`config.mk`:
```
export PLATFORM = sky130hd
export DESIGN_NAME = cpu_region_mapper_flat
export DESIGN_NICKNAME = d
export VERILOG_FILES = /design/src/rtl/cpu_region_mapper_pkg.sv /design/src/rtl/cpu_region_mapper_if.sv /design/src/rtl/cpu_region_mapper_matcher.sv /design/src/rtl/cpu_region_mapper.sv /design/src/flat_wrapper.sv
export SDC_FILE = /design/constraint.sdc
export NUM_CORES = 2
export LEC_CHECK = 0
export ABC_CLOCK_PERIOD_IN_PS = 7400
export CORE_MARGIN = 5
export CORE_UTILIZATION = 56
export DETAILED_ROUTE_END_ITERATION = 6
export HOLD_SLACK_MARGIN = 0.08
export PLACE_DENSITY = 0.82
export SKIP_CTS_REPAIR_TIMING = 1
export SYNTH_ARGS = -nofsm -noshare
export SYNTH_HDL_FRONTEND = slang
export SYNTH_SLANG_ARGS = --single-unit
```
`constraint.sdc`:
```
create_clock -name clk_sys -period 7.4 [get_ports clk_sys]
set_input_delay 1.48 -clock clk_sys [delete_from_list [all_inputs] [get_ports clk_sys]]
set_output_delay 1.48 -clock clk_sys [all_outputs]
set_load 0.1 [all_outputs]
```
`src/rtl/cpu_region_mapper_pkg.sv`:
```
// ============================================================================
// Package : m92_pkg
// Shared types, widths and default region table for cpu_region_mapper.
// Revision: 1.0
// ============================================================================
`default_nettype none

package m92_pkg;

  // The entry struct depends on these, so they live here rather than as module parameters.
  localparam int CPU_AW = 20;
  localparam int SDR_AW = 25;
  localparam int DEV_W  = 3;

  typedef enum logic [1:0] {
    KIND_OFF = 2'd0,
    KIND_ROM = 2'd1,
    KIND_RAM = 2'd2,
    KIND_DEV = 2'd3
  } region_kind_e;

  typedef struct packed {
    logic [CPU_AW-1:0] match;
    logic [CPU_AW-1:0] mask;
    logic [SDR_AW-1:0] sdr_base;
    region_kind_e      kind;
    logic              bankable;
    logic [DEV_W-1:0]  dev_idx;
  } region_entry_t;

  typedef enum logic [2:0] {
    ST_IDLE     = 3'd0,
    ST_DECODE   = 3'd1,
    ST_SDR_WAIT = 3'd2,
    ST_DEV      = 3'd3,
    ST_DONE     = 3'd4
  } state_e;

  typedef enum logic [1:0] {
    RES_OK       = 2'd0,
    RES_WRPROT   = 2'd1,
    RES_UNMAPPED = 2'd2,
    RES_TIMEOUT  = 2'd3
  } result_e;

  localparam logic [SDR_AW-1:0] REGION_BIOS_BASE = 25'h010_0000;
  localparam logic [SDR_AW-1:0] REGION_RAM_BASE  = 25'h020_0000;
  localparam logic [SDR_AW-1:0] REGION_CART_BASE = 25'h030_0000;

  // Boot-time table the system top loads through cfg_wr after reset.
  function automatic region_entry_t default_entry(input int unsigned idx);
    region_entry_t e;
    e = '0;
    case (idx)
      0: e = '{match: 20'hE0000, mask: 20'hE0000, sdr_base: REGION_BIOS_BASE,
               kind: KIND_ROM, bankable: 1'b0, dev_idx: '0};
      1: e = '{match: 20'h00000, mask: 20'hC0000, sdr_base: REGION_RAM_BASE,
               kind: KIND_RAM, bankable: 1'b0, dev_idx: '0};
      2: e = '{match: 20'h80000, mask: 20'hC0000, sdr_base: REGION_CART_BASE,
               kind: KIND_ROM, bankable: 1'b1, dev_idx: '0};
      3: e = '{match: 20'hD8000, mask: 20'hF8000, sdr_base: '0,
               kind: KIND_DEV, bankable: 1'b0, dev_idx: 3'd0};
      default: e = '0;
    endcase
    return e;
  endfunction

endpackage

`default_nettype wire

```
`src/rtl/cpu_region_mapper_if.sv`:
```
// ============================================================================
// Interface : cpu_region_mapper_if
// CPU bus-cycle strobes/ready and the SDRAM req/ack channel.
// Revision  : 1.0
// ============================================================================
`default_nettype none

interface cpu_region_mapper_if;
  import m92_pkg::*;

  logic [CPU_AW-1:0] cpu_addr;
  logic              cpu_rd;
  logic              cpu_wr;
  logic              cpu_ready;
  logic              mem_req;
  logic              mem_we;
  logic [SDR_AW-1:0] mem_addr;
  logic              mem_ack;

  modport master (
    output cpu_addr, cpu_rd, cpu_wr, mem_ack,
    input  cpu_ready, mem_req, mem_we, mem_addr
  );

  modport slave (
    input  cpu_addr, cpu_rd, cpu_wr, mem_ack,
    output cpu_ready, mem_req, mem_we, mem_addr
  );

endinterface

`default_nettype wire

```
`src/rtl/cpu_region_mapper_matcher.sv`:
```
// ============================================================================
// Module  : region_matcher
// Priority region hit and effective SDRAM address over the region table.
// Revision: 1.0
// ============================================================================
`default_nettype none

module region_matcher
  import m92_pkg::*;
#(
  parameter int N_REGIONS = 8,
  parameter int BANK_W    = 4,
  parameter int BANK_LSB  = 16,
  parameter int N_DEV     = 6
) (
  input  region_entry_t     regions [N_REGIONS],
  input  logic [CPU_AW-1:0] addr,
  input  logic [BANK_W-1:0] bank,
  output logic              hit,
  output region_kind_e      kind,
  output logic [SDR_AW-1:0] sdr_addr,
  output logic [N_DEV-1:0]  dev_onehot,
  output logic              dev_ok
);

  region_entry_t     w_sel;
  logic [CPU_AW-1:0] w_eff;
  logic [CPU_AW-1:0] w_keep;

  always_comb begin
    hit   = 1'b0;
    w_sel = '0;
    // Walk from the bottom up so the lowest-index hit is the one left standing.
    for (int i = N_REGIONS - 1; i >= 0; i--) begin
      if (regions[i].kind != KIND_OFF &&
          ((addr ^ regions[i].match) & regions[i].mask) == '0) begin
        hit   = 1'b1;
        w_sel = regions[i];
      end
    end

    w_eff  = addr;
    w_keep = ~w_sel.mask;
    // Substituted bank bits always reach the offset, even where the mask covers them.
    if (w_sel.bankable) begin
      w_eff[BANK_LSB +: BANK_W]  = bank;
      w_keep[BANK_LSB +: BANK_W] = '1;
    end

    sdr_addr   = w_sel.sdr_base + SDR_AW'(w_eff & w_keep);
    kind       = w_sel.kind;
    dev_ok     = int'(w_sel.dev_idx) < N_DEV;
    dev_onehot = dev_ok ? (N_DEV'(1) << w_sel.dev_idx) : '0;
  end

endmodule

`default_nettype wire

```
`src/rtl/cpu_region_mapper.sv`:
```
// ============================================================================
// Module  : cpu_region_mapper
// Latches CPU bus cycles, decodes them through a loadable region table and
// runs the SDRAM handshake or a device-select pulse before returning ready.
// Revision: 1.0
// ============================================================================
`default_nettype none

module cpu_region_mapper
  import m92_pkg::*;
#(
  parameter int N_REGIONS = 8,
  parameter int BANK_W    = 4,
  parameter int BANK_LSB  = 16,
  parameter int N_DEV     = 6,
  parameter int TIMEOUT   = 255
) (
  input  logic                         clk_sys,
  input  logic                         reset_n,
  cpu_region_mapper_if.slave           bus,
  input  logic                         bank_wr,
  input  logic [BANK_W-1:0]            bank_din,
  input  logic                         cfg_wr,
  input  logic [$clog2(N_REGIONS)-1:0] cfg_idx,
  input  region_entry_t                cfg_entry,
  output logic [N_DEV-1:0]             dev_sel,
  output logic                         err_wrprot,
  output logic                         err_unmapped,
  output logic                         err_timeout
);

  state_e            r_state;
  state_e            w_state_nxt;
  result_e           r_res;
  result_e           w_res_nxt;
  logic [7:0]        r_cnt;
  logic [7:0]        w_cnt_nxt;
  logic              w_latch;
  logic [CPU_AW-1:0] r_addr;
  logic              r_wr;
  logic [BANK_W-1:0] r_bank;
  region_entry_t     r_regions [N_REGIONS];
  logic [SDR_AW-1:0] r_mem_addr;
  logic [N_DEV-1:0]  r_dev_onehot;

  logic              w_hit;
  region_kind_e      w_kind;
  logic [SDR_AW-1:0] w_sdr_addr;
  logic [N_DEV-1:0]  w_dev_onehot;
  logic              w_dev_ok;

  region_matcher #(
    .N_REGIONS (N_REGIONS),
    .BANK_W    (BANK_W),
    .BANK_LSB  (BANK_LSB),
    .N_DEV     (N_DEV)
  ) u_matcher (
    .regions    (r_regions),
    .addr       (r_addr),
    .bank       (r_bank),
    .hit        (w_hit),
    .kind       (w_kind),
    .sdr_addr   (w_sdr_addr),
    .dev_onehot (w_dev_onehot),
    .dev_ok     (w_dev_ok)
  );

  always_comb begin
    w_state_nxt   = r_state;
    w_res_nxt     = r_res;
    w_cnt_nxt     = r_cnt;
    w_latch       = 1'b0;
    bus.cpu_ready = 1'b0;
    bus.mem_req   = 1'b0;
    bus.mem_we    = 1'b0;
    bus.mem_addr  = r_mem_addr;
    dev_sel       = '0;
    err_wrprot    = 1'b0;
    err_unmapped  = 1'b0;
    err_timeout   = 1'b0;

    case (r_state)
      ST_IDLE: begin
        if (bus.cpu_rd || bus.cpu_wr) begin
          w_latch     = 1'b1;
          w_state_nxt = ST_DECODE;
        end
      end

      ST_DECODE: begin
        w_res_nxt = RES_OK;
        w_cnt_nxt = '0;
        if (!w_hit) begin
          w_res_nxt   = RES_UNMAPPED;
          w_state_nxt = ST_DONE;
        end else begin
          case (w_kind)
            KIND_ROM: begin
              if (r_wr) begin
                w_res_nxt   = RES_WRPROT;
                w_state_nxt = ST_DONE;
              end else begin
                w_state_nxt = ST_SDR_WAIT;
              end
            end
            KIND_RAM: w_state_nxt = ST_SDR_WAIT;
            KIND_DEV: begin
              if (w_dev_ok) begin
                w_state_nxt = ST_DEV;
              end else begin
                w_res_nxt   = RES_UNMAPPED;
                w_state_nxt = ST_DONE;
              end
            end
            default: begin
              w_res_nxt   = RES_UNMAPPED;
              w_state_nxt = ST_DONE;
            end
          endcase
        end
      end

      ST_SDR_WAIT: begin
        bus.mem_req = 1'b1;
        bus.mem_we  = r_wr;
        if (bus.mem_ack) begin
          w_state_nxt = ST_DONE;
        end else if (r_cnt == 8'(TIMEOUT - 1)) begin
          w_res_nxt   = RES_TIMEOUT;
          w_state_nxt = ST_DONE;
        end else begin
          w_cnt_nxt = r_cnt + 8'd1;
        end
      end

      ST_DEV: begin
        dev_sel     = r_dev_onehot;
        w_state_nxt = ST_DONE;
      end

      ST_DONE: begin
        bus.cpu_ready = 1'b1;
        err_wrprot    = (r_res == RES_WRPROT);
        err_unmapped  = (r_res == RES_UNMAPPED);
        err_timeout   = (r_res == RES_TIMEOUT);
        w_state_nxt   = ST_IDLE;
      end

      default: w_state_nxt = ST_IDLE;
    endcase
  end

  always_ff @(posedge clk_sys) begin
    if (!reset_n) begin
      r_state      <= ST_IDLE;
      r_res        <= RES_OK;
      r_cnt        <= '0;
      r_addr       <= '0;
      r_wr         <= 1'b0;
      r_bank       <= '0;
      r_mem_addr   <= '0;
      r_dev_onehot <= '0;
      for (int i = 0; i < N_REGIONS; i++) begin
        r_regions[i] <= '0;
      end
    end else begin
      r_state <= w_state_nxt;
      r_res   <= w_res_nxt;
      r_cnt   <= w_cnt_nxt;
      if (w_latch) begin
        r_addr <= bus.cpu_addr;
        r_wr   <= bus.cpu_wr & ~bus.cpu_rd;
      end
      // Captured once per cycle so mem_addr cannot move while mem_req is up.
      if (r_state == ST_DECODE) begin
        r_mem_addr   <= w_sdr_addr;
        r_dev_onehot <= w_dev_onehot;
      end
      if (bank_wr) begin
        r_bank <= bank_din;
      end
      if (cfg_wr) begin
        r_regions[cfg_idx] <= cfg_entry;
      end
    end
  end

endmodule

`default_nettype wire

```
`src/flat_wrapper.sv`:
```
// flat-port wrapper written by rule: the top's interface ports become plain ports
module cpu_region_mapper_flat import m92_pkg::*;
#(
  parameter int N_REGIONS = 8,
  parameter int BANK_W    = 4,
  parameter int BANK_LSB  = 16,
  parameter int N_DEV     = 6,
  parameter int TIMEOUT   = 255
)
  (clk_sys, reset_n, bank_wr, bank_din, cfg_wr, cfg_idx, cfg_entry, dev_sel, err_wrprot, err_unmapped, err_timeout, bus_cpu_addr, bus_cpu_rd, bus_cpu_wr, bus_mem_ack, bus_cpu_ready, bus_mem_req, bus_mem_we, bus_mem_addr);
  cpu_region_mapper_if bus_i ();
  input  logic clk_sys;
  input  logic reset_n;
  input  logic bank_wr;
  input  logic [BANK_W-1:0] bank_din;
  input  logic cfg_wr;
  input  logic [$clog2(N_REGIONS)-1:0] cfg_idx;
  input  region_entry_t cfg_entry;
  output logic [N_DEV-1:0] dev_sel;
  output logic err_wrprot;
  output logic err_unmapped;
  output logic err_timeout;
  input wire logic [$bits(bus_i.cpu_addr)-1:0] bus_cpu_addr;
  input wire logic [$bits(bus_i.cpu_rd)-1:0] bus_cpu_rd;
  input wire logic [$bits(bus_i.cpu_wr)-1:0] bus_cpu_wr;
  input wire logic [$bits(bus_i.mem_ack)-1:0] bus_mem_ack;
  output wire logic [$bits(bus_i.cpu_ready)-1:0] bus_cpu_ready;
  output wire logic [$bits(bus_i.mem_req)-1:0] bus_mem_req;
  output wire logic [$bits(bus_i.mem_we)-1:0] bus_mem_we;
  output wire logic [$bits(bus_i.mem_addr)-1:0] bus_mem_addr;
  assign bus_i.cpu_addr = bus_cpu_addr;
  assign bus_i.cpu_rd = bus_cpu_rd;
  assign bus_i.cpu_wr = bus_cpu_wr;
  assign bus_i.mem_ack = bus_mem_ack;
  assign bus_cpu_ready = bus_i.cpu_ready;
  assign bus_mem_req = bus_i.mem_req;
  assign bus_mem_we = bus_i.mem_we;
  assign bus_mem_addr = bus_i.mem_addr;
  cpu_region_mapper #(.N_REGIONS(N_REGIONS), .BANK_W(BANK_W), .BANK_LSB(BANK_LSB), .N_DEV(N_DEV), .TIMEOUT(TIMEOUT)) u_core (.clk_sys(clk_sys), .reset_n(reset_n), .bus(bus_i), .bank_wr(bank_wr), .bank_din(bank_din), .cfg_wr(cfg_wr), .cfg_idx(cfg_idx), .cfg_entry(cfg_entry), .dev_sel(dev_sel), .err_wrprot(err_wrprot), .err_unmapped(err_unmapped), .err_timeout(err_timeout));
endmodule
```
==> results.toml <==
[timing]
max-slew-margin-rel = 0.165
period_share = 0.933
rsz0062_at_grt = "no"
drv_slew = 0
setup_viol = 0
setup_tns_ns = 0
period_needed_ns = 6.91
max_freq_mhz = 145
setup_ws_ns = 0.492
hold_viol = 0
finalClockSkew_ns = 0.0223
worst_slew_pin_slew_ns = 1.24

[synthesis]
yosysWarnings = 0
synth-edff-count = 0
synth-seq-cells = 637
yosysUniqueCellTypes = 76
syn-num-nets = 4141
yosysTopAreaCellShare = 0.409
ys_async_sr_fraction = 0
syn_avg_cell_area_um2 = 7.78
synthCells = 4013
yosysSeqAreaShare = 0.409
synthesis.area_um2 = 31200
ys.flop_type = "dfxtp_1"
synth_area_leaders = "dfxtp_1 (41%), nand2_1 (16%), a21boi_0 (14%)"
synth_top_cell_by_area = "dfxtp_1"

[critical_path]
worstPathCellList = "xor2_1, a222oi_1, nand3_1, or3_2, buf_4, mux2i_1, o221ai_1, a21boi_0, o21ai_0, a21oi_1, or2_2, fa_1, nor2b_1, o31ai_1, a21oi_1, o21bai_1, a21oi_1, o21a_1, o31a_1, nor3b_1, xor2_1, o21ai_0"
cp-start-kind = "register"
crit_top_cell = "a21oi_1"
critPathMaxFanout = 33
rrSetupSlack_ns = 0.49
setup.worst_path.class = "reg -> reg"
r2r_start = "u_core.r_addr[15]"
cpMaxStageDelayCell = "o31ai_1"
slowest_delay_ns = 0.86
cp-end-kind = "register"
worst_r2r_endpoint = "u_core.bus.mem_addr[22]"
worst_ep_arrival_time_ns = 7.45
rr_worst_depth = 22
cp.required_ns = 7.94

[place]
place_area_um2 = 32700
hpwl_um = 78900
place_ws_ns = 0.887
portBuffers = 141
place_congestion = 1.18

[layout]
num-fill-cells = 4690
drive_gt1_frac = 0.0548
final_area_um2 = 35100
syn_to_final_growth_pct = 12.6
final_util = 0.636
fin_nets = 4053

[floorplanning]
die_y_um = 246
io_pins = 142
die_x_um = 246
core-area_um2 = 55200
rows = 86
initial_utilization = 0.565
dieArea_um2 = 60500

[clock_tree]
cts-buffers-inserted = 69
ctsLongestPathBuffers = 3
clock_latency_ns = 0.63
clk_pin_slew_ns = 0.06
cts_root_buf = "clkbuf_16"
clock_sinks = 637
htree_levels = 3
tritoncts = "built"

[global_route]
grt_overflow = 0
grt_pass1_vias = 27847
grt_max_degree = 184
grt_pass1_wl_um = 175000
track_usage = 0.378
antenna_found_initial = 5

[power_and_ir_drop]
peakVddDrop_mv = 0.206
powerDensity_nw_per_um2 = 246
power_leakage_nw = 12.8

[status]
violations = "DRC"
status = "finished with violations"

[worst_hold_path]
hp-class = "reg -> reg"
holdPathStages = 2
hold_path_end = "u_core.r_regions[356]"
min_from = "u_core.r_regions[356]"

[flow_run]
drv_cap = 0

[routing]
dr.pass1.iters = 7
viasPerCell = 6.37
first_iter_violations = 4338
vias = 30154
routed_wl_um = 120000
drt-wirelength-per-cell_um = 25.3
ant_nets = 0
drcViolationCount = 8
==> power breakdown <==
part           internal [W]  total, W  switching (W)  leakage, nW
logic              0.000388   0.00124       0.000852         6.46
registers           0.00353   0.00368       0.000150         5.16
clock network       0.00224   0.00372        0.00148         1.19
total               0.00616   0.00864        0.00248         12.8
==> how the worst max path moves through the flow <==
stage	startpoint	end
floorplan	u_core.r_addr[9]	u_core.bus.mem_addr[22]
global placement	u_core.r_addr[9]	u_core.bus.mem_addr[23]
detailed placement	u_core.r_addr[9]	u_core.bus.mem_addr[23]
CTS	u_core.r_addr[9]	u_core.bus.mem_addr[23]
global route	u_core.r_addr[9]	u_core.bus.mem_addr[23]
finish	u_core.r_addr[15]	u_core.bus.mem_addr[22]
==> sequential cells by signal (all words and copies together) (netlist names) <==
| signal | flops |
|---|---|
| u_core.r_res | 2 |
| u_core.r_dev_onehot | 6 |
| u_core.r_bank | 4 |
| u_core.r_wr | 1 |
| u_core.bus.mem_addr | 25 |
| u_core.r_state | 3 |
| u_core.r_cnt | 8 |
| u_core.r_regions | 568 |
| u_core.r_addr | 20 |
==> through the flow <==
stage	std cells	hold slack, ns	power, W
finish	4731	0.462	0.00864
global route	4729	0.485	0.00883
CTS	4727	0.464	0.00858
detailed placement	4602	0.440	0.00493
global placement	4602	0.440	0.00492
floorplan	4013	0.417	0.00448
==> critical path: cells and delay by family (launching register included) <==
kind | cells | cell delay (ns)
AOI/OAI and AO/OA | 12 | 3.31
and+or+nand+nor | 5 | 1.50
DFF | 1 | 0.83
buffers and inverters | 1 | 0.40
xor gates and xnor gates | 2 | 0.34
muxes | 1 | 0.22
adders and majority gates | 1 | 0.21
==> routing by layer <==
metal,vias to the layer above,wire (um),GRT usage
met5,-,20,0
met4,2,11800,0.289
met3,574,14700,0.102
met2,2082,50200,0.563
met1,14154,42900,0.466
li1,13342,-,-
==> synthesized netlist by cell type (8+ instances only) <==
master and number:
xnor2_1 9, a211oi_1 29, o311a_1 9, a221oi_1 29
a22o_1 8, nand3_1 33, a31oi_1 13, mux2i_1 28
o21a_1 9, or4_1 8, nor2_1 123, inv_1 24
a21boi_0 597, dfxtp_1 637, nand2_1 1351, buf_2 27
a21oi_1 88, o21ai_0 88, nor2b_1 19, a21o_1 8
xor2_1 173, a222oi_1 11, and3_1 10, o2111ai_1 8
nor3_1 23, nand4_1 29, or3_1 15, and2_1 26
ha_1 22, nand2b_1 13, a22oi_1 86, nor4_1 13
o211ai_1 18, mux2_2 10, clkbuf_1 250, o311ai_1 12
clkbuf_2 71
==> kinds of logic after synthesis <==
logic type	share of synthesized area
simple gates	0.217
compound gates	0.249
flops	0.409
buf+inv	0.0501
xor+xnor	0.0511
mux	0.0144
fa+ha+maj	0.00946
==> layout make-up <==
cell class              instances  area, um^2  share of cell area
well taps                     748         936              0.0266
multi-input cells            2997       17100               0.486
flip-flops and latches        637       12800               0.363
repair buffers                196        1850              0.0528
clock buffers                 102        2130              0.0605
inverters                      24        90.1             0.00256
clock inverters                23         304             0.00865
diodes                          4        10.0            0.000285
==> placed cells by master, fill, tap and decap left out, types with 29 or more instances in the layout <==
| cell | count |
|---|---|
| nand4_1 | 29 |
| dfxtp_1 | 637 |
| a22oi_1 | 86 |
| a221oi_1 | 29 |
| nand2_1 | 1348 |
| buf_4 | 53 |
| clkdlybuf4s50_1 | 140 |
| xor2_1 | 173 |
| a21oi_1 | 88 |
| nand3_1 | 29 |
| clkbuf_16 | 73 |
| a211oi_1 | 29 |
| a21boi_0 | 597 |
| nor2_1 | 117 |
| o21ai_0 | 87 |
Power figures use the tool's default switching activity.
